$ cat src/rtl/pipelined_adder_tile.sv
// Pipelined WIDTH-bit add/sub/accumulate tile with valid/ready handshake and on/off gate.
// Define PIPE_ADDER_SAT_EN to saturate results on signed overflow instead of wrapping.
module pipelined_adder_tile #(
    parameter int unsigned WIDTH  = 16,
    parameter int unsigned STAGES = 2
) (
    input  logic             clk,
    input  logic             reset,
    input  logic             on_off,
    input  logic             carry_listen,
    input  logic [1:0]       mode,
    input  logic             in_valid,
    output logic             in_ready,
    input  logic [WIDTH-1:0] a,
    input  logic [WIDTH-1:0] b,
    input  logic             carry_in,
    output logic             ack,
    output logic             out_valid,
    input  logic             out_ready,
    output logic [WIDTH-1:0] c,
    output logic             carry_out,
    output logic             overflow
);

    localparam logic [1:0] MODE_ADD  = 2'b00;
    localparam logic [1:0] MODE_SUB  = 2'b01;
    localparam logic [1:0] MODE_ACC  = 2'b10;
    localparam logic [1:0] MODE_LOAD = 2'b11;

    localparam logic [WIDTH-1:0] SAT_POS = {1'b0, {(WIDTH-1){1'b1}}};
    localparam logic [WIDTH-1:0] SAT_NEG = {1'b1, {(WIDTH-1){1'b0}}};

    logic [WIDTH-1:0] acc_q, acc_d;

    logic             stage_valid_q [STAGES];
    logic [WIDTH-1:0] stage_c_q     [STAGES];
    logic             stage_carry_q [STAGES];
    logic             stage_ovf_q   [STAGES];

    logic             out_valid_int;
    logic             advance;
    logic             accept;
    logic             cin_eff;
    logic [WIDTH-1:0] op_x;
    logic [WIDTH-1:0] op_y;
    logic [WIDTH:0]   sum;
    logic [WIDTH-1:0] res_c;
    logic             res_carry;
    logic             res_ovf;

    // The whole pipeline moves as one; a stalled tail stalls every stage.
    assign out_valid_int = stage_valid_q[STAGES-1];
    assign advance       = on_off & (~out_valid_int | out_ready);
    assign in_ready      = advance;
    assign accept        = in_valid & advance;
    assign ack           = accept;

    always_comb begin
        cin_eff = carry_listen ? carry_in : (mode == MODE_SUB);
        op_x    = a;
        op_y    = '0;
        case (mode)
            MODE_ADD: begin
                op_x = a;
                op_y = b;
            end
            MODE_SUB: begin
                op_x = a;
                op_y = ~b;
            end
            MODE_ACC: begin
                op_x = acc_q;
                op_y = a;
            end
            default: begin
                op_x = a;
                op_y = '0;
            end
        endcase

        sum       = {1'b0, op_x} + {1'b0, op_y} + {{WIDTH{1'b0}}, cin_eff};
        res_c     = sum[WIDTH-1:0];
        res_carry = sum[WIDTH];
        res_ovf   = (op_x[WIDTH-1] == op_y[WIDTH-1]) && (sum[WIDTH-1] != op_x[WIDTH-1]);

`ifdef PIPE_ADDER_SAT_EN
        // Both addends share a sign on overflow, so op_x's MSB gives the direction.
        if (res_ovf) begin
            res_c = op_x[WIDTH-1] ? SAT_NEG : SAT_POS;
        end
`endif

        if (mode == MODE_LOAD) begin
            res_c     = a;
            res_carry = 1'b0;
            res_ovf   = 1'b0;
        end
    end

    always_comb begin
        acc_d = acc_q;
        if (accept && (mode == MODE_ACC || mode == MODE_LOAD)) begin
            acc_d = res_c;
        end
    end

    always_ff @(posedge clk or posedge reset) begin
        if (reset) begin
            acc_q <= '0;
            for (int i = 0; i < STAGES; i++) begin
                stage_valid_q[i] <= 1'b0;
                stage_c_q[i]     <= '0;
                stage_carry_q[i] <= 1'b0;
                stage_ovf_q[i]   <= 1'b0;
            end
        end else begin
            acc_q <= acc_d;
            if (advance) begin
                stage_valid_q[0] <= accept;
                stage_c_q[0]     <= accept ? res_c : '0;
                stage_carry_q[0] <= accept & res_carry;
                stage_ovf_q[0]   <= accept & res_ovf;
                for (int i = 1; i < STAGES; i++) begin
                    stage_valid_q[i] <= stage_valid_q[i-1];
                    stage_c_q[i]     <= stage_c_q[i-1];
                    stage_carry_q[i] <= stage_carry_q[i-1];
                    stage_ovf_q[i]   <= stage_ovf_q[i-1];
                end
            end
        end
    end

    // Outputs are blanked while the tile is off; state underneath is retained.
    assign out_valid = on_off & out_valid_int;
    assign c         = on_off ? stage_c_q[STAGES-1] : '0;
    assign carry_out = on_off & stage_carry_q[STAGES-1];
    assign overflow  = on_off & stage_ovf_q[STAGES-1];

endmodule
$ cat config.mk
export PLATFORM = sky130hd
export DESIGN_NAME = pipelined_adder_tile
export DESIGN_NICKNAME = d
export VERILOG_FILES = /design/src/rtl/pipelined_adder_tile.sv
export SDC_FILE = /design/constraint.sdc
export NUM_CORES = 1
export LEC_CHECK = 0
export BUFFER_PORTS_ARGS = -buffer_cell sky130_fd_sc_hd__buf_4
export CAP_MARGIN = 20
export CORE_MARGIN = 2
export CORE_UTILIZATION = 55
export CTS_BUF_LIST = sky130_fd_sc_hd__clkbuf_2
export DETAILED_ROUTE_END_ITERATION = 16
export PLACE_DENSITY = 0.77
export SETUP_SLACK_MARGIN = 0.05
export SLEW_MARGIN = 40
export SYNTH_ARGS = -nofsm -noshare
export SYNTH_HDL_FRONTEND = slang
export SYNTH_SLANG_ARGS = --single-unit
$ cat constraint.sdc
create_clock -name clk -period 3.75 [get_ports clk]
set_input_delay 0.75 -clock clk [delete_from_list [all_inputs] [get_ports clk]]
set_output_delay 0.75 -clock clk [all_outputs]
set_load 0.05 [all_outputs]
==> flow_summary.toml, run 1 <==
[run_status]
status = "finished clean"

[clocking]
clock-sinks = 54
h-tree-depth = 2
clockBufferDepth = 2
cts_setup_buffers = 0
clock-root-buffer = "clkbuf_2"
ctsHoldBuffers = 0
numCtsBuffers = 5
tritoncts = "done"
clkLatencyLatePin_ns = 0.44
clk_pin_slew_ns = 0.29
post_cts_resized = 0

[layout]
antenna_cells = 0
drive_above_1_share_pct = 23.00
area_growth_pct = 16.73
post-route-util_pct = 66.54
nets = 532
postLayoutCellArea_mm2 = 0.004225

[setup_path]
start_kind = "input port"
r2r_end = "acc_q[12]"
worstSetupPathType = "in -> reg"
crit_chain = "buf_4 -> nand2b_1 -> mux2i_1 -> fa_1 -> inv_1 -> fa_1 -> a21o_1 -> a221oi_4 -> o21ai_2 -> a311oi_1 -> mux2_2 -> o21ai_0"
cp_common_cell = "fa_1"
r2r_cells = 10
crit_slowest_cell = "fa_1"
crit_end = "acc_q[12]"
startpoint = "mode[0]"
path_max_fanout = 5
cp_data_required_time_ns = 4.14
critPathArrivalTime_ns = 3.69
r2r-start = "acc_q[0]"
cp-end-kind = "register"
slowest_delay_ns = 0.41
r2r_slack_ns = 0.74

[timing]
rsz0062_at_grt = "no"
finalCriticalPeriod_ns = 3.295
period_share_pct = 87.87
fin_skew_ns = 0.02083
finalSetupViolCount = 0
slew_headroom_pct = 50.30
tightest_slew_ns = 0.7437
maxSlewViolCount = 0
hold_slack_ns = 0.3215
fin_ws_ns = 0.4549
hold_viol = 0
fmax_ghz = 0.3035

[floorplan]
ios = 62
row_count = 29
dieArea_mm2 = 0.007246
initial_core_util_pct = 57.00
core_area_mm2 = 0.006350
die_x_um = 85.13
die_h_um = 85.13

[grt]
grt_pass1_wl_mm = 15.07
grtUsageTotal_pct = 25.73
grt_pass1_vias = 3123
antenna_found_initial = 0
grt_max_degree = 39
grt.overflow.total = 0

[yosys]
seq_area_frac_synth_pct = 37.33
syn_avg_cell_area_um2 = 8.639
synth_edf_count = 0
synthesis.area_mm2 = 0.003620
ys_ff_latch = 54
async_reset_ff_share_pct = 100.0
synthFlopType = "dfrtp_1"
synth_nets = 477
ys.warnings.count = 0
synth_cell_types = 41
synth_cells = 419

[drt]
drc = 0
drtIter0Drc = 128
ant_nets = 0
vias = 3234
wl_per_cell_um = 16.11
routed_via_density = 5.869
finalWirelength_mm = 8.879
first_pass_iters = 4

[power]
power_density_mw_per_mm2 = 460.5
total_power_mw = 1.946
leakage_nw = 2.153
ir_drop_v = 0.0002650

[placement]
portBuffers = 61
dp_slack_ns = -0.02613
place_congestion = 0.8935
hpwl_mm = 6.619
post_dp_cell_area_mm2 = 0.004179

[hold_path]
worstHoldPathType = "in -> async"

[job]
drv_cap = 0
-- report_power, final --
group          switching, mW  leakage, nW  total [mW]  internal (mW)
combinational          0.523         1.44       0.886          0.363
clock                  0.191       0.0211       0.232         0.0416
sequential            0.0843        0.693       0.828          0.743
total                  0.798         2.15        1.95           1.15
-- synthesized netlist by cell type (2+ instances only) --
cell type  count  share of area (%)
nor2_1        17                1.8
xnor2_1        6                1.5
fa_1           2                1.1
or3_1          2               0.35
clkbuf_1      20                2.1
ha_1          15                5.2
inv_1          8               0.83
o211ai_1       6                1.2
a21o_1         6                1.2
o31ai_1        3               0.62
a22o_1         5                1.2
buf_2          3               0.41
mux2i_1       24                6.6
mux2_2        20                6.2
or2_2          3               0.52
xor2_1         6                1.5
and2_1        22                3.8
nand3_1        4               0.55
nor3_1         4               0.55
o22ai_1       17                2.9
a21oi_1       20                2.8
nand2b_1       4               0.69
a31oi_1        3               0.52
o21ai_0       28                3.9
and3_1         6                1.0
dfrtp_1       54                 37
nand2_1       97                 10
-- placed cells by master, fill, tap and decap left out, types with 4 or more instances in the layout --
master,synthesis,layout
nand2_1,97,96
buf_4,0,71
dfrtp_1,54,54
o21ai_0,28,27
mux2i_1,24,24
and2_1,22,22
a21oi_1,20,20
mux2_2,20,20
o22ai_1,17,17
nor2_1,17,16
ha_1,15,15
inv_1,8,7
o211ai_1,6,6
xnor2_1,6,6
a21o_1,6,6
xor2_1,6,6
and3_1,6,6
a22o_1,5,5
clkbuf_2,0,5
nand2b_1,4,4
nand3_1,4,4
nor3_1,4,4
-- worst min path at each step --
stage,to,cells past startpoint
2_1_floorplan,stage_c_q[10],2
3_3_place_gp,stage_c_q[4],2
3_5_place_dp,stage_c_q[3],2
4_1_cts,stage_c_q[17],2
5_1_grt,stage_carry_q[1],2
6_report,stage_carry_q[1],2
-- sequential cells by signal (all words and copies together) (netlist names) --
| name | count |
|---|---|
| stage_valid_q | 1 |
| stage_c_q | 32 |
| acc_q | 16 |
| stage_carry_q | 2 |
| out_valid_int | 1 |
| stage_ovf_q | 2 |
-- per-layer routing --
layer | global-route usage [%] | wire length, µm | up-vias
met4 | 8.658 | 187 | 0
met5 | 0 | 0 | -
li1 | - | - | 1580
met2 | 41.48 | 4224 | 106
met1 | 35.97 | 3925 | 1526
met3 | 3.405 | 541 | 22
-- cells by family after synthesis --
family          count (synthesis)  share of synthesized area [%]
xor+xnor                       12                          2.904
mux                            44                          12.86
buf+inv                        33                          3.525
compound gates                 98                          17.35
fa+ha+maj                      17                          6.291
flops                          54                          37.33
simple gates                  161                          19.74
-- critical path: cells and delay by family --
kind	cells	cell delay (ns)
compound gates	5	1.22
mux	2	0.67
fa+ha+maj	2	0.65
simple gates	1	0.23
buf+inv	2	0.16
-- stage by stage --
| stage | cells | TNS (ns) |
|---|---|---|
| after floorplan | 419 | 0 |
| after global placement | 544 | 0 |
| after detailed placement | 544 | -0.02613 |
| after CTS | 551 | 0 |
| after global routing | 551 | 0 |
| final | 551 | 0 |
-- cell type report --
cell class / count / area, µm²
clock inverters: 2 / 15.01
inverters: 9 / 35.03
well taps: 77 / 96.34
multi-input cells: 332 / 2150
flip-flops and latches: 54 / 1351
clock buffers: 5 / 25.02
fillers: 544 / 2125
repair buffers: 72 / 553.0
(Power assumes the default switching activity.)
==> run 2: changes to the inputs <==
CELL_PAD_IN_SITES_DETAIL_PLACEMENT = 0   (was unset)
CELL_PAD_IN_SITES_GLOBAL_PLACEMENT = 2   (was unset)
CORE_UTILIZATION = 35   (was 55)
GPL_TIMING_DRIVEN = 0   (was unset)
PLACE_DENSITY = 0.81   (was 0.77)
==> run 2 against run 1 <==
Worst hold slack worse by 0.15 ns; die area is 54% higher; clock power is 7% higher; final area is 2.6% higher; sequential share of layout area is 0.80 points lower; power is 0.74% higher; count of clock-buffer cells in the layout stayed put; register-to-register slack hardly changed; critical path depth stayed put; non-clock buffer count is 13 higher; largest cell class unchanged.
==> flow_summary.toml, run 2 (same netlist as run 1, synthesis figures left out) <==
[run_status]
status = "finished clean"

[grt]
grt_use_met3_pct = 2.041
grt_max_degree = 33
met1_usage_pct = 25.60
busiest_layer = "met2"
grt_pass1_vias = 3156
grtUsageTotal_pct = 18.24
antenna_found_initial = 0
grt_util_met2_pct = 30.05
grt_pass1_wl_mm = 16.29
grt.overflow.total = 0

[floorplan]
die_x_um = 105.7
ios = 62
die_h_um = 105.7
initial_core_util_pct = 35.54
dieArea_mm2 = 0.01117
core_area_mm2 = 0.01018
row_count = 37

[clocking]
h-tree-depth = 2
tritoncts = "done"
numCtsBuffers = 5
clockBufferDepth = 2
clkLatencyLatePin_ns = 0.46
clock-sinks = 54
clock-root-buffer = "clkbuf_2"
clk_pin_slew_ns = 0.29

[timing]
fin_ws_ns = 0.2179
finalSetupViolCount = 0
rsz0062_at_grt = "no"
fin_tns_setup_ns = 0
fmax_ghz = 0.2831
tightest_slew_ns = 0.7480
period_share_pct = 94.19
maxSlewViolCount = 0
finalCriticalPeriod_ns = 3.532
hold_viol = 0
hold_slack_ns = 0.1748
fin_skew_ns = 0.01488
slew_headroom_pct = 49.95

[drt]
drc = 0
finalWirelength_mm = 9.710
ant_nets = 0
routed_via_density = 5.008
drtIter0Drc = 100
vias = 3125
wl_per_cell_um = 15.56
first_pass_iters = 5

[layout]
top_regs = "stage_c_q: 32 flops, acc_q: 16 flops"
antenna_cells = 0
drive_above_1_share_pct = 21.31
largest_register = "stage_c_q"
postLayoutCellArea_mm2 = 0.004334
largest_register_ffs = 32
post-route-util_pct = 42.56
final_common_cell = "nand2_1"
fin_cells = 624
area_growth_pct = 19.74
layout_common_cells = "nand2_1, buf_4, dfrtp_1"
nets = 545

[power]
switching_share_pct = 41.38
power_switching_mw = 0.8113
power_density_mw_per_mm2 = 452.3
total_power_mw = 1.960
seqPwrFrac_pct = 42.2
p_int_mw = 1.149
comb_power_share_pct = 45.1
clkPwrFrac_pct = 12.7
leakage_nw = 2.154
ir_drop_v = 0.0001639

[setup_path]
cp-end-kind = "register"
worstSetupPathType = "in -> reg"
critPathArrivalTime_ns = 3.94
cp_data_required_time_ns = 4.16
start_kind = "input port"
path_max_fanout = 10

[placement]
dp.cells = 617
post_dp_cell_area_mm2 = 0.004274
portBuffers = 61
dp_slack_ns = -0.7402
hpwl_mm = 7.549
place_congestion = 0.7811

[job]
drv_cap = 0

[hold_path]
worstHoldPathType = "in -> async"
==> run 2: worst paths after layout <==
check                           endpoint  depth (start not counted)     startpoint  slack (ns)
max                            acc_q[12]                         12        mode[0]        0.22
min                         stage_c_q[3]                          2          reset        0.17
max reg2reg                    acc_q[12]                         10       acc_q[0]        0.74
min reg2reg                stage_c_q[10]                          2  stage_c_q[26]        0.51
max in group asynchronous       acc_q[2]                          3          reset        3.11
min in group clk           stage_c_q[10]                          2  stage_c_q[26]        0.51
==> run 2: metal layers <==
layer	vias up	share of wire [%]
met5	-	0
met1	1448	49
met4	0	1.4
li1	1615	-
met2	55	46
met3	7	3.1
==> run 2: critical path, cell delays in order <==
cell,delay [ns]
buf_4,0.08
clkbuf_1,0.43
nand2_2,0.23
clkbuf_2,0.30
o22ai_1,0.21
ha_1,0.33
and3_1,0.22
a221oi_4,0.39
o21ai_2,0.15
a311oi_2,0.32
mux2_2,0.39
o21ai_0,0.14
==> run 2: final cells by class <==
cell class	count	area (µm²)
Sequential cell	54	1351
Clock inverter	3	20.02
Clock buffer	5	25.02
Multi-Input combinational cell	332	2152
Timing Repair Buffer	62	478.0
Fill cell	1075	5851
Buffer	23	101.3
Inverter	9	36.28
Tap cell	136	170.2
==> run 2: what timing repair did <==
action	CTS	global route
hold buffers	0	0
setup buffers	0	0
pin swaps	0	1
setup endpoints to repair	5	5
gates resized for setup	3	3
==> run 2: power groups by stage <==
stage | Clock, mW | Combinational [mW] | Sequential [mW]
2_1_floorplan | 0 | 0.656 | 0.811
3_3_place_gp | 0 | 0.866 | 0.835
3_5_place_dp | 0 | 0.886 | 0.839
4_1_cts | 0.255 | 0.889 | 0.829
5_1_grt | 0.276 | 0.989 | 0.852
6_report | 0.249 | 0.884 | 0.827
==> run 3: changes to the inputs <==
RECOVER_POWER = 50   (was unset)
==> run 3 against run 2 <==
The flow now finishes with violations (max-capacitance violations, max-slew violations); first-iteration DRC count did not move; worst hold slack improved by 0.21 ns; critical path type unchanged; global-route usage is the same; non-clock buffer count is the same; sequential cell count unchanged; routed wire length down 0.12%; cell count unchanged; register-to-register slack barely moved; combinational power is essentially flat.
==> flow_summary.toml, run 3 (same netlist as run 1, synthesis figures left out) <==
[power]
clkPwrFrac_pct = 12.7
total_power_mw = 1.957
power_switching_mw = 0.8105
ir_drop_v = 0.0001638
seqPwrFrac_pct = 42.3
p_int_mw = 1.147
power_density_mw_per_mm2 = 453.5
leakage_nw = 2.142
comb_power_share_pct = 45.0
switching_share_pct = 41.40

[placement]
portBuffers = 61
place_congestion = 0.7811
dp.cells = 617
dp_slack_ns = -0.7402
hpwl_mm = 7.549

[timing]
maxSlewViolCount = 33
slew_headroom_pct = -17.68
hold_slack_ns = 0.3810
fmax_ghz = 0.2828
tightest_slew_ns = 1.765
hold_viol = 0
finalSetupViolCount = 0
rsz0062_at_grt = "no"
period_share_pct = 94.29
finalCriticalPeriod_ns = 3.536
fin_skew_ns = 0.01469
fin_ws_ns = 0.2142
fin_tns_setup_ns = 0

[grt]
grt_max_degree = 33
grt.overflow.total = 0
grtUsageTotal_pct = 18.24
grt_pass1_vias = 3156
grt_pass1_wl_mm = 16.29
antenna_found_initial = 0

[drt]
wl_per_cell_um = 15.54
first_pass_iters = 5
routed_via_density = 5.014
finalWirelength_mm = 9.698
wl_met2_mm = 4.471
wl_met3_um = 322
highest_layer = "met4"
met1_length_mm = 4.771
ant_nets = 0
drc = 0
vias = 3129
drtIter0Drc = 100

[run_status]
failed_checks = "max-capacitance violations, max-slew violations"
status = "finished, violations left"

[job]
drv_cap = 1

[floorplan]
initial_core_util_pct = 35.54
row_count = 37
die_h_um = 105.7
dieArea_mm2 = 0.01117
core_area_mm2 = 0.01018
ios = 62
die_x_um = 105.7

[setup_path]
cp-end-kind = "register"
r2r_slack_ns = 0.74
r2r-start = "acc_q[0]"
worstSetupPathType = "in -> reg"
start_kind = "input port"
r2r_end = "acc_q[12]"
r2r_cells = 10
cp_data_required_time_ns = 4.16
critPathArrivalTime_ns = 3.95
path_max_fanout = 10

[layout]
seqCellArea_mm2 = 0.001351
layout_common_cells = "nand2_1, buf_4, dfrtp_1"
top_regs = "stage_c_q: 32 flops, acc_q: 16 flops"
final_common_cell = "nand2_1"
largest_register = "stage_c_q"
nets = 545
largest_register_ffs = 32
area_growth_pct = 19.25
multiInputGateArea_mm2 = 0.002152
drive_above_1_share_pct = 21.11
fillers = 1073
antenna_cells = 0
fin_cells = 624

[clocking]
ctsHoldBuffers = 0
clk_pin_slew_ns = 0.29
clkLatencyLatePin_ns = 0.46
h-tree-depth = 2
clock-root-buffer = "clkbuf_2"
cts_setup_buffers = 0
clockBufferDepth = 2
clock-sinks = 54
tritoncts = "done"
numCtsBuffers = 5

[hold_path]
worstHoldPathType = "in -> async"
==> run 3: cell types whose count changed in the layout (fill, tap and decap cells not counted) <==
cell and change:
buf_4 -1, clkbuf_4 +1, buf_12 -1, clkinvlp_2 +1, inv_4 -1, clkbuf_1 +1
==> run 3: metal layers <==
metal	vias up	global-route usage [%]
li1	1615	-
met1	1452	25.60
met2	55	30.05
met3	7	2.041
met4	0	4.605
met5	-	0
==> run 3: how the worst max path moves through the flow <==
stage | start | to | slack [ns]
floorplan | mode[0] | stage_c_q[28] | 0.09
global placement | mode[1] | acc_q[12] | -0.74
detailed placement | mode[1] | acc_q[12] | -0.74
CTS | mode[1] | acc_q[12] | 0.11
global route | mode[0] | acc_q[14] | 0.06
finish | mode[0] | acc_q[12] | 0.21
==> run 3: what timing repair did <==
| item | CTS | global route |
|---|---|---|
| pin swaps | 0 | 1 |
| endpoints found under the setup margin | 5 | 5 |
| resized for setup | 3 | 3 |
==> run 3: final cells by class <==
cell class	count	area share, %
multi-input combinational	332	49.85
clock inverter	3	0.4638
sequential	54	31.30
buffer	23	2.348
timing repair buffer	62	10.70
inverter	9	0.8116
tap	136	3.942
clock buffer	5	0.5797
==> run 3: worst max-delay path, cell delays in order <==
cell	delay (ns)
buf_4	0.08
clkbuf_1	0.43
nand2_2	0.23
clkbuf_2	0.30
o22ai_1	0.21
ha_1	0.33
and3_1	0.22
a221oi_4	0.39
o21ai_2	0.15
a311oi_2	0.32
mux2_2	0.39
o21ai_0	0.14
==> run 3: power by group through the flow <==
stage / sequential, mW / clock [mW] / combinational [mW]
2_1_floorplan: 0.811 / 0 / 0.656
3_3_place_gp: 0.835 / 0 / 0.866
3_5_place_dp: 0.839 / 0 / 0.886
4_1_cts: 0.829 / 0.255 / 0.889
5_1_grt: 0.852 / 0.276 / 0.986
6_report: 0.827 / 0.248 / 0.882
==> run 3: through the flow <==
stage | area [µm²] | utilization (%)
after floorplan | 3623 | -
after global placement | 4252 | 41.74
after detailed placement | 4274 | 41.97
after CTS | 4325 | 42.47
after global routing | 4317 | 42.38
final | 4317 | 42.38
